### src/rtl/neureka_normquant_mult_sched_if.sv
// Handshake bundle between a pass controller / writeback stage and the
// normquant multiplier scheduler.
interface neureka_normquant_mult_sched_if #(
    parameter int unsigned NCH = 32
);
    localparam int unsigned IDXW = $clog2(NCH);
    localparam int unsigned CNTW = IDXW + 1;

    logic            start_i;
    logic            clear_i;
    logic [CNTW-1:0] num_ch_i;
    logic            busy_o;
    logic            done_o;
    logic [IDXW-1:0] acc_idx_o;
    logic            mult_enable_o;
    logic            mult_clear_o;
    logic            wb_valid_o;
    logic [IDXW-1:0] wb_idx_o;
    logic            wb_ready_i;

    modport master (
        output start_i, clear_i, num_ch_i, wb_ready_i,
        input  busy_o, done_o, acc_idx_o, mult_enable_o, mult_clear_o,
               wb_valid_o, wb_idx_o
    );

    modport slave (
        input  start_i, clear_i, num_ch_i, wb_ready_i,
        output busy_o, done_o, acc_idx_o, mult_enable_o, mult_clear_o,
               wb_valid_o, wb_idx_o
    );
endinterface

### src/rtl/neureka_normquant_mult_sched.sv
// Time-multiplexes one normquant multiplier across NCH accumulator channels,
// issuing one channel per cycle and forwarding tagged products to writeback.
module neureka_normquant_mult_sched #(
    parameter int unsigned NCH  = 32,
    parameter int unsigned PIPE = 1
) (
    input  logic clk_i,
    input  logic rst_i,
    neureka_normquant_mult_sched_if.slave bus
);
    localparam int unsigned IDXW = $clog2(NCH);
    localparam int unsigned CNTW = IDXW + 1;

    typedef enum logic [1:0] {IDLE, ISSUE, DRAIN, DONE} state_t;

    state_t          state_q, state_d;
    logic [CNTW-1:0] n_q, n_d;
    logic [IDXW-1:0] idx_q, idx_d;
    logic            mclr_q;
    logic [CNTW-1:0] num_clamped;
    logic            advance;
    logic            drain_ack;
    logic            issue;
    logic            last;

    assign num_clamped = (bus.num_ch_i > CNTW'(NCH)) ? CNTW'(NCH) : bus.num_ch_i;
    assign issue       = (state_q == ISSUE) && advance;
    assign last        = ((CNTW'(idx_q) + CNTW'(1)) == n_q);

    // Next-state and counter update
    always_comb begin
        state_d = state_q;
        n_d     = n_q;
        idx_d   = idx_q;
        case (state_q)
            IDLE: begin
                if (bus.start_i) begin
                    n_d     = num_clamped;
                    idx_d   = '0;
                    state_d = (num_clamped == '0) ? DONE : ISSUE;
                end
            end
            ISSUE: begin
                if (issue) begin
                    if (last) state_d = (PIPE == 0) ? DONE : DRAIN;
                    else      idx_d   = idx_q + IDXW'(1);
                end
            end
            DRAIN: begin
                if (drain_ack) state_d = DONE;
            end
            DONE:    state_d = IDLE;
            default: state_d = IDLE;
        endcase
    end

    always_ff @(posedge clk_i) begin
        if (rst_i || bus.clear_i) begin
            state_q <= IDLE;
            n_q     <= '0;
            idx_q   <= '0;
            mclr_q  <= 1'b1;
        end else begin
            state_q <= state_d;
            n_q     <= n_d;
            idx_q   <= idx_d;
            mclr_q  <= (state_q == DONE);
        end
    end

    // One-slot product stage; a held slot freezes tag and blocks new issues
    if (PIPE != 0) begin : g_pipe
        logic            wb_valid_q;
        logic [IDXW-1:0] wb_idx_q;

        assign advance   = !wb_valid_q || bus.wb_ready_i;
        assign drain_ack = wb_valid_q && bus.wb_ready_i;

        always_ff @(posedge clk_i) begin
            if (rst_i || bus.clear_i) begin
                wb_valid_q <= 1'b0;
                wb_idx_q   <= '0;
            end else if (advance) begin
                wb_valid_q <= issue;
                if (issue) wb_idx_q <= idx_q;
            end
        end

        assign bus.wb_valid_o = wb_valid_q;
        assign bus.wb_idx_o   = wb_idx_q;
    end else begin : g_comb
        assign advance        = bus.wb_ready_i;
        assign drain_ack      = 1'b0;
        assign bus.wb_valid_o = issue;
        assign bus.wb_idx_o   = idx_q;
    end

    assign bus.busy_o        = (state_q != IDLE);
    assign bus.done_o        = (state_q == DONE);
    assign bus.mult_enable_o = issue;
    assign bus.acc_idx_o     = idx_q;
    assign bus.mult_clear_o  = mclr_q;
endmodule

### src/flat_wrapper.sv
// flat-port wrapper written by rule: the top's interface ports become plain ports
module neureka_normquant_mult_sched_flat 
#(
    parameter int unsigned NCH  = 32,
    parameter int unsigned PIPE = 1
)
  (clk_i, rst_i, bus_start_i, bus_clear_i, bus_num_ch_i, bus_wb_ready_i, bus_busy_o, bus_done_o, bus_acc_idx_o, bus_mult_enable_o, bus_mult_clear_o, bus_wb_valid_o, bus_wb_idx_o);
  neureka_normquant_mult_sched_if #(.NCH(NCH)) bus_i ();
  input  logic clk_i;
  input  logic rst_i;
  input wire logic [$bits(bus_i.start_i)-1:0] bus_start_i;
  input wire logic [$bits(bus_i.clear_i)-1:0] bus_clear_i;
  input wire logic [$bits(bus_i.num_ch_i)-1:0] bus_num_ch_i;
  input wire logic [$bits(bus_i.wb_ready_i)-1:0] bus_wb_ready_i;
  output wire logic [$bits(bus_i.busy_o)-1:0] bus_busy_o;
  output wire logic [$bits(bus_i.done_o)-1:0] bus_done_o;
  output wire logic [$bits(bus_i.acc_idx_o)-1:0] bus_acc_idx_o;
  output wire logic [$bits(bus_i.mult_enable_o)-1:0] bus_mult_enable_o;
  output wire logic [$bits(bus_i.mult_clear_o)-1:0] bus_mult_clear_o;
  output wire logic [$bits(bus_i.wb_valid_o)-1:0] bus_wb_valid_o;
  output wire logic [$bits(bus_i.wb_idx_o)-1:0] bus_wb_idx_o;
  assign bus_i.start_i = bus_start_i;
  assign bus_i.clear_i = bus_clear_i;
  assign bus_i.num_ch_i = bus_num_ch_i;
  assign bus_i.wb_ready_i = bus_wb_ready_i;
  assign bus_busy_o = bus_i.busy_o;
  assign bus_done_o = bus_i.done_o;
  assign bus_acc_idx_o = bus_i.acc_idx_o;
  assign bus_mult_enable_o = bus_i.mult_enable_o;
  assign bus_mult_clear_o = bus_i.mult_clear_o;
  assign bus_wb_valid_o = bus_i.wb_valid_o;
  assign bus_wb_idx_o = bus_i.wb_idx_o;
  neureka_normquant_mult_sched #(.NCH(NCH), .PIPE(PIPE)) u_core (.clk_i(clk_i), .rst_i(rst_i), .bus(bus_i));
endmodule
### config.mk
export PLATFORM = sky130hd
export DESIGN_NAME = neureka_normquant_mult_sched_flat
export DESIGN_NICKNAME = d
export VERILOG_FILES = /design/src/rtl/neureka_normquant_mult_sched_if.sv /design/src/rtl/neureka_normquant_mult_sched.sv /design/src/flat_wrapper.sv
export SDC_FILE = /design/constraint.sdc
export NUM_CORES = 1
export LEC_CHECK = 0
export ABC_AREA = 1
export CAP_MARGIN = 20
export CORE_AREA = 2 2 50 52
export CTS_BUF_LIST = sky130_fd_sc_hd__clkbuf_16
export DETAILED_ROUTE_END_ITERATION = 8
export DIE_AREA = 0 0 52 54
export GPL_TIMING_DRIVEN = 0
export HOLD_SLACK_MARGIN = 0.08
export PLACE_DENSITY = 0.79
export SLEW_MARGIN = 25
export SYNTH_ARGS = -nofsm -noshare
export SYNTH_HDL_FRONTEND = slang
export SYNTH_SLANG_ARGS = --single-unit
### constraint.sdc
create_clock -name clk_i -period 5.3 [get_ports clk_i]
set_clock_uncertainty 0.15 [all_clocks]
set_input_delay 1.06 -clock clk_i [delete_from_list [all_inputs] [get_ports clk_i]]
set_output_delay 1.06 -clock clk_i [all_outputs]
set_load 0.03 [all_outputs]
# --- Word-level counts from Yosys, hierarchy flattened ---
# Index checks and enable logic that the tools add are counted.
totals:
  mem_bits_rw: 0
  romBits: 0
  n_memories: 0
  ff_bits: 20
  input_bits: 11
  latchBits: 0
  output_inout_bits: 15
op_classes:
  reduce_logical: 13
  shifts: 0
  n_bitwise: 0
  n_addsub: 2
  mux: 11
  n_lt_le_gt_ge: 1
  mul: 0
  div: 0
  eq_ne: 9
op_table:
  columns: ["cell", "count"]
  rows:
  - ["5-bit 2-to-1 mux", 3]
  - ["2-bit 2-to-1 mux", 5]
  - ["5-bit one-hot mux with 2 select lines", 1]
  - ["2-bit one-hot mux with 4 select lines", 1]
  - ["4-bit AND reduction", 2]
  - ["5-bit by 1-bit adder with 6-bit output, second input constant", 1]
  - ["6-bit equality test", 1]
  - ["6-bit greater-than comparator, second input constant", 1]
  - ["6-bit zero test", 1]
  - ["6-bit 2-to-1 mux", 1]
  - ["2-bit inequality test, second input constant", 3]
  - ["5-bit by 1-bit adder with 5-bit output, second input constant", 1]
  - ["2-bit equality test, second input constant", 2]
  - ["2-bit by 1-bit inequality test with 1-bit output, second input constant", 2]
  - ["2-bit AND reduction", 2]
  - ["2-bit nonzero test", 2]
  - ["2-bit by 1-bit equality test with 1-bit output, second input constant", 1]
  - ["1-bit logical AND", 2]
  - ["2-bit zero test", 1]
  - ["1-bit logical OR", 2]
  - ["1-bit zero test", 1]

# --- Depth between registers and ports, before layout ---
# Gate-level depths: netlist of run 1.
logic_depth:
  ltp_word: 6
  mapped_depth: 13

# --- Least setup slack after synthesis of run 1 ---
# No wires, ideal clock.
synth_path:
  path_kind: "input to output"
  from: "input port bus_wb_ready_i"
  to: "output port bus_mult_enable_o"
  slack_ns: 2.535
  n_path_buf: 0
  t_arrival_ns: 1.555
  required_time_ns: 4.090
  path_stages: 4
  cell_sequence: "inv_1 > nand2_1 > nand2_1 > clkinv_1"
synth_via:
  elab_chain_cells: 2
synth_rtl:
  columns: ["element", "line", "text"]
  rows:
  - ["from (decl)", "flat_wrapper.sv:14", "input wire logic [$bits(bus_i.wb_ready_i)-1:0] bus_wb_ready_i;"]
  - ["1-bit logical OR", "neureka_normquant_mult_sched.sv:76", "assign advance = !wb_valid_q || bus.wb_ready_i;"]
  - ["1-bit logical AND", "neureka_normquant_mult_sched.sv:27", "assign issue = (state_q == ISSUE) && advance;"]
  - ["to (decl)", "flat_wrapper.sv:18", "output wire logic [$bits(bus_i.mult_enable_o)-1:0] bus_mult_enable_o;"]
# Every way passes these cells.

# --- Final worst setup path of run 1 ---
# Ends and elaborated chain as after synthesis.

==> results of run 1 <==
synth_stat cells:
cell type	number	share of area
nand4_1	6	0.034
a21oi_1	17	0.077
nand2_1	38	0.13
nand3_1	10	0.045
nand2_2	6	0.034
o22ai_1	1	0.0057
o21ai_0	6	0.027
nand4_2	1	0.011
nand3b_1	1	0.0068
a22oi_1	1	0.0068
nor2_4	1	0.010
clkinv_1	1	0.0034
or2_2	1	0.0057
dfxtp_1	20	0.36
inv_1	17	0.058
ha_1	5	0.056
nor2_1	15	0.051
nor2_2	5	0.028
a211oi_1	3	0.020
nand3_2	1	0.0090
clkbuf_1	1	0.0034
inv_2	3	0.010
buf_4	1	0.0068
how the worst min path moves through the flow:
stage / start / endpoint / slack (ps) / cells past startpoint
2_1_floorplan: u_core.n_q[1] / u_core.n_q[1] / 300 / 2
4_1_cts: u_core.n_q[1] / u_core.n_q[1] / 330 / 2
6_report: u_core.n_q[1] / u_core.n_q[1] / 330 / 2
3_3_place_gp: u_core.n_q[1] / u_core.n_q[1] / 320 / 2
5_1_grt: u_core.n_q[3] / u_core.n_q[3] / 350 / 2
3_5_place_dp: u_core.n_q[1] / u_core.n_q[1] / 320 / 2
metrics by stage:
| step | hold slack, ps | cell area (um^2) | std cells | worst slack, ps |
|---|---|---|---|---|
| 3_5_place_dp | 317 | 1400 | 216 | 1500 |
| 3_3_place_gp | 316 | 1400 | 216 | 1520 |
| 5_1_grt | 354 | 1500 | 220 | 1390 |
| 2_1_floorplan | 301 | 1110 | 161 | 2540 |
| 4_1_cts | 328 | 1500 | 220 | 1480 |
| 6_report | 327 | 1500 | 220 | 1480 |
power by group through the flow:
stage          Combinational [uW]  Clock (uW)  Sequential (uW)
2_1_floorplan                40.2           0              166
3_3_place_gp                 67.8           0              162
3_5_place_dp                 69.4           0              162
4_1_cts                      70.3         208              159
5_1_grt                      78.2         216              159
6_report                     71.1         208              159
placed cells by master (no fill, tap or decap), drive strengths merged, types with 3 or more instances in the layout:
master,n
ha,5
clkdlybuf4s50,25
o21ai,6
clkbuf,4
nand2,44
a21oi,17
nand4,7
dfxtp,20
inv,20
nor2,21
nand3,11
a211oi,3
kinds of logic (layout without fill, tap and decap cells):
family,count (synthesis),in the layout
compound gates,28,28
fa+ha+maj,5,5
buf+inv,23,52
flops,20,20
simple gates,85,85
sequential cells by signal, indices dropped and copies added, names as in the netlist:
| register | count |
|---|---|
| u_core.bus.acc_idx_o | 5 |
| u_core.bus.mult_clear_o | 1 |
| u_core.bus.wb_idx_o | 5 |
| u_core.bus.wb_valid_o | 1 |
| u_core.n_q | 6 |
| u_core.state_q | 2 |
per-layer routing:
layer	routed length, um	track usage
met5	0	0
met4	44	0.105
met3	225	0.0306
met2	1340	0.348
met1	1050	0.256
area by class of cell:
type | count | share of cell area
Tap cell | 30 | 0.0250
Clock inverter | 1 | 0.0200
Clock buffer | 3 | 0.0500
Timing Repair Buffer | 25 | 0.167
Buffer | 2 | 0.00751
Inverter | 21 | 0.0525
Sequential cell | 20 | 0.267
Multi-Input combinational cell | 118 | 0.411
worst max-delay path, delay by kind of cell:
family,cells,cell delay (ps)
buffers and inverters,4,1360
and+or+nand+nor,2,180
==> flow_summary.yaml, run 1 <==
setup_path:
  start_kind: "input pin"
  worstPathCellList: "clkdlybuf4s50_1, inv_1, nand2_1, nand2_1, clkinv_1, clkdlybuf4s50_1"
  reg2reg_depth: 11
  cp-end-kind: "primary output"
  path_class: "in -> out"
  rrSetupSlack_ps: 3200
  r2r_start: "u_core.bus.acc_idx_o[0]"
  r2r-end: "u_core.bus.acc_idx_o[2]"
  crit_arrival_ps: 2610
  max_stage_delay_ps: 690
  cp_slowest_cell: "clkdlybuf4s50_1"
  crit_fanout: 10
  endpoint: "bus_mult_enable_o"
  required_ps: 4090
  critical_path.startpoint: "bus_wb_ready_i"
die:
  die_area_um2: 2810
  ios: 26
  dieWidth_um: 52
  start_util: 0.477
  die_h_um: 54
  core.rowCount: 18
  coreArea_um2: 2320
power_and_ir_drop:
  vdd_drop_max_uv: 181
  power.internal_uw: 333
  p_total_uw: 438
  pwr-share-seq: 0.363
  p_leak_uw: 0.000576
  p_sw_uw: 106
  power_density_nw_per_um2: 292
  power.clock.fraction: 0.475
  comb_power_share: 0.162
  p_sw_frac: 0.242
timing:
  fin_tns_setup_ps: 0
  hold_viol: 0
  setup_viol: 0
  period_needed_ps: 3820
  relSlewSlack: 0.671
  tightest_slew_ps: 493
  period_share: 0.720
  timing.fmax_ghz: 0.262
  rsz0062_at_grt: "false"
  maxSlewViolCount: 0
cells_and_area:
  multi_input_area_um2: 617
  postLayoutCoreUtil: 0.647
  synthToLayoutAreaGrowth_pct: 35.5
  diodes: 0
  fin_nets: 207
  fillers: 181
  regArea_um2: 400
  drive_gt1_frac: 0.121
hold_path:
  hp-class: "reg -> reg"
status:
  status: "finished, final reports clean"
synth:
  synth_top_family_by_area: "simple AND/OR/NAND/NOR gates"
  synthSimpleGateAreaFrac: 0.364
  ys_warn_count: 0
  synth_compound_area_frac: 0.137
  syn_area_per_cell_um2: 6.88
  synth_cells: 161
  synthXorXnorAreaFrac: 0
  ys_types: 23
  syn-num-nets: 177
  synthAdderAreaFrac: 0.0565
  synth_mux_area_frac: 0
  ys_seq_area_frac: 0.362
  synth_seq_cells: 20
  syn-cell-area_um2: 1110
clocking:
  clockBufferDepth: 2
  cts_resized: 0
  h-tree-depth: 1
  clk_pin_slew_ps: 60
  root_buffer: "clkbuf_16"
  post_cts.repair.setup_buffers: 0
  cts_hold_buf: 0
  cts_sinks: 20
  cts_buffers: 3
  clk_latency_ps: 250
  tritoncts: "done"
job:
  drv_cap: 0
detailed_routing:
  vias: 1170
  antenna_left: 0
  drtIter0Drc: 44
  post_drt_wl_per_cell_um: 12.1
  drc: 0
  via_per_inst: 5.32
  routed_wl_um: 2660
  first_pass_iters: 4
global_route:
  antenna_found_initial: 0
  grt_pass1_vias: 1005
  grt_start_max_net_pins: 13
  grt_pass1_wl_um: 4290
  grtUsageTotal: 0.206
  grt_overflow: 0
placed_design:
  portBuffers: 25
  place_congestion: 0.883
  dpl.hpwl_um: 1940
Note: power is estimated with default switching activity, not from simulation.
==> run 2: changes to the inputs <==
Settings changed: CORE_AREA 2 2 50 52 to 2 2 54 56, DIE_AREA 0 0 52 54 to 0 0 56 58, PLACE_DENSITY 0.79 to 0.71.
Clock period 5.3 ns to 3.08 ns, I/O delays scaled along.
==> run 2 against run 1 <==
Effect of this change:
- flip-flop and latch count is the same
- power grew 51%
- register-to-register slack lost 2200 ps
- routed wire length shrank 6.1%
- clock-buffer cell count is the same
- worst setup slack lost 1300 ps
- critical path type unchanged
- critical endpoint unchanged
- largest cell class unchanged
- largest power group is now registers
- highest routed layer unchanged
==> flow_summary.yaml, run 2 (same netlist as run 1, synthesis figures left out) <==
global_route:
  grt_start_max_net_pins: 12
  grtUsageTotal: 0.169
  grt_pass1_wl_um: 4280
  grt_overflow: 0
  antenna_found_initial: 0
  grt_pass1_vias: 1042
timing:
  hold_viol: 0
  period_share: 0.954
  relSlewSlack: 0.700
  tightest_slew_ps: 450
  fin_tns_setup_ps: 0
  period_needed_ps: 2940
  maxSlewViolCount: 0
  rsz0062_at_grt: "false"
  timing.fmax_ghz: 0.340
  setup_viol: 0
detailed_routing:
  drc: 0
  vias: 1139
  first_pass_iters: 4
  post_drt_wl_per_cell_um: 11.3
  antenna_left: 0
  drtIter0Drc: 27
  via_per_inst: 5.15
  routed_wl_um: 2490
setup_path:
  required_ps: 2310
  crit_fanout: 10
  cp-end-kind: "primary output"
  max_stage_delay_ps: 700
  worstPathCellList: "clkdlybuf4s50_1, inv_1, nand2_1, nand2_1, clkinv_1, clkdlybuf4s50_1"
  crit_arrival_ps: 2170
  path_class: "in -> out"
  start_kind: "input pin"
  cp_num_buf_inv: 4
  cp_slowest_cell: "clkdlybuf4s50_1"
  cp_top_family: "buffers and inverters"
cells_and_area:
  synthToLayoutAreaGrowth_pct: 33.2
  largest_reg_flops: 6
  diodes: 0
  postLayoutCoreUtil: 0.554
  fin_nets: 207
  design_area_um2: 1480
  layout_common_cells: "nand2_1 (38), clkdlybuf4s50_1 (25), dfxtp_1 (20)"
  final_common_cell: "nand2_1"
  drive_gt1_frac: 0.116
  top_register: "u_core.n_q"
placed_design:
  portBuffers: 25
  place_area_um2: 1400
  dpl.hpwl_um: 1930
  place_congestion: 0.895
die:
  dieWidth_um: 56
  start_util: 0.416
  ios: 26
  die_h_um: 58
  core.rowCount: 19
  coreArea_um2: 2660
  die_area_um2: 3250
clocking:
  cts_sinks: 20
  cts_resized: 0
  cts_hold_buf: 0
  h-tree-depth: 1
  clk_pin_slew_ps: 60
  root_buffer: "clkbuf_16"
  clockBufferDepth: 2
  tritoncts: "done"
  post_cts.repair.setup_buffers: 0
  cts_buffers: 3
  clk_latency_ps: 250
status:
  status: "finished, final reports clean"
power_and_ir_drop:
  vdd_drop_max_uv: 360
  power_density_nw_per_um2: 449
  p_leak_uw: 0.000563
  p_total_uw: 662
hold_path:
  hp-class: "reg -> reg"
job:
  drv_cap: 0
==> run 2: final timing paths <==
kind,start,endpoint,slack (ps),cells after the start
worst max-delay path,bus_wb_ready_i,bus_mult_enable_o,140,6
worst max register to register,u_core.bus.acc_idx_o[0],u_core.bus.acc_idx_o[0],1050,11
worst min-delay path,u_core.n_q[1],u_core.n_q[1],330,2
worst min register to register,u_core.n_q[1],u_core.n_q[1],330,2
==> run 2: area by class of cell <==
| class | count | area, um^2 |
|---|---|---|
| fillers | 264 | 1190 |
| multi-input cells | 118 | 617 |
| plain buffers | 2 | 11.3 |
| inverters | 21 | 78.8 |
| repair buffers | 25 | 250 |
| clock buffers | 3 | 75.1 |
| flip-flops and latches | 20 | 400 |
| clock inverters | 1 | 3.75 |
| well taps | 31 | 38.8 |
==> run 2: worst min-delay path, cell delays in order, from the launching register on <==
cell	delay, ps
dfxtp_1	310
inv_1	60
a211oi_1	60
==> run 2: where the power goes <==
part,switching [uW],internal (uW)
logic,73.2,46.5
registers,6.09,268
clock network,95.6,173
total,175,487
==> run 2: layer usage <==
layer  routed length (um)  up-vias  global-route usage
met5                    0        -                   0
met4                   49        0              0.0918
met3                  127        6              0.0402
met2                 1220       28               0.294
met1                 1100      520               0.192
li1                     -      585                   -
==> run 2: metrics by stage <==
step	hold WS, ps	setup slack, ps	cells
after global placement	312	173	217
after floorplan	301	1110	161
after global routing	356	69.1	221
after detailed placement	318	141	217
after CTS	328	138	221
final	326	143	221
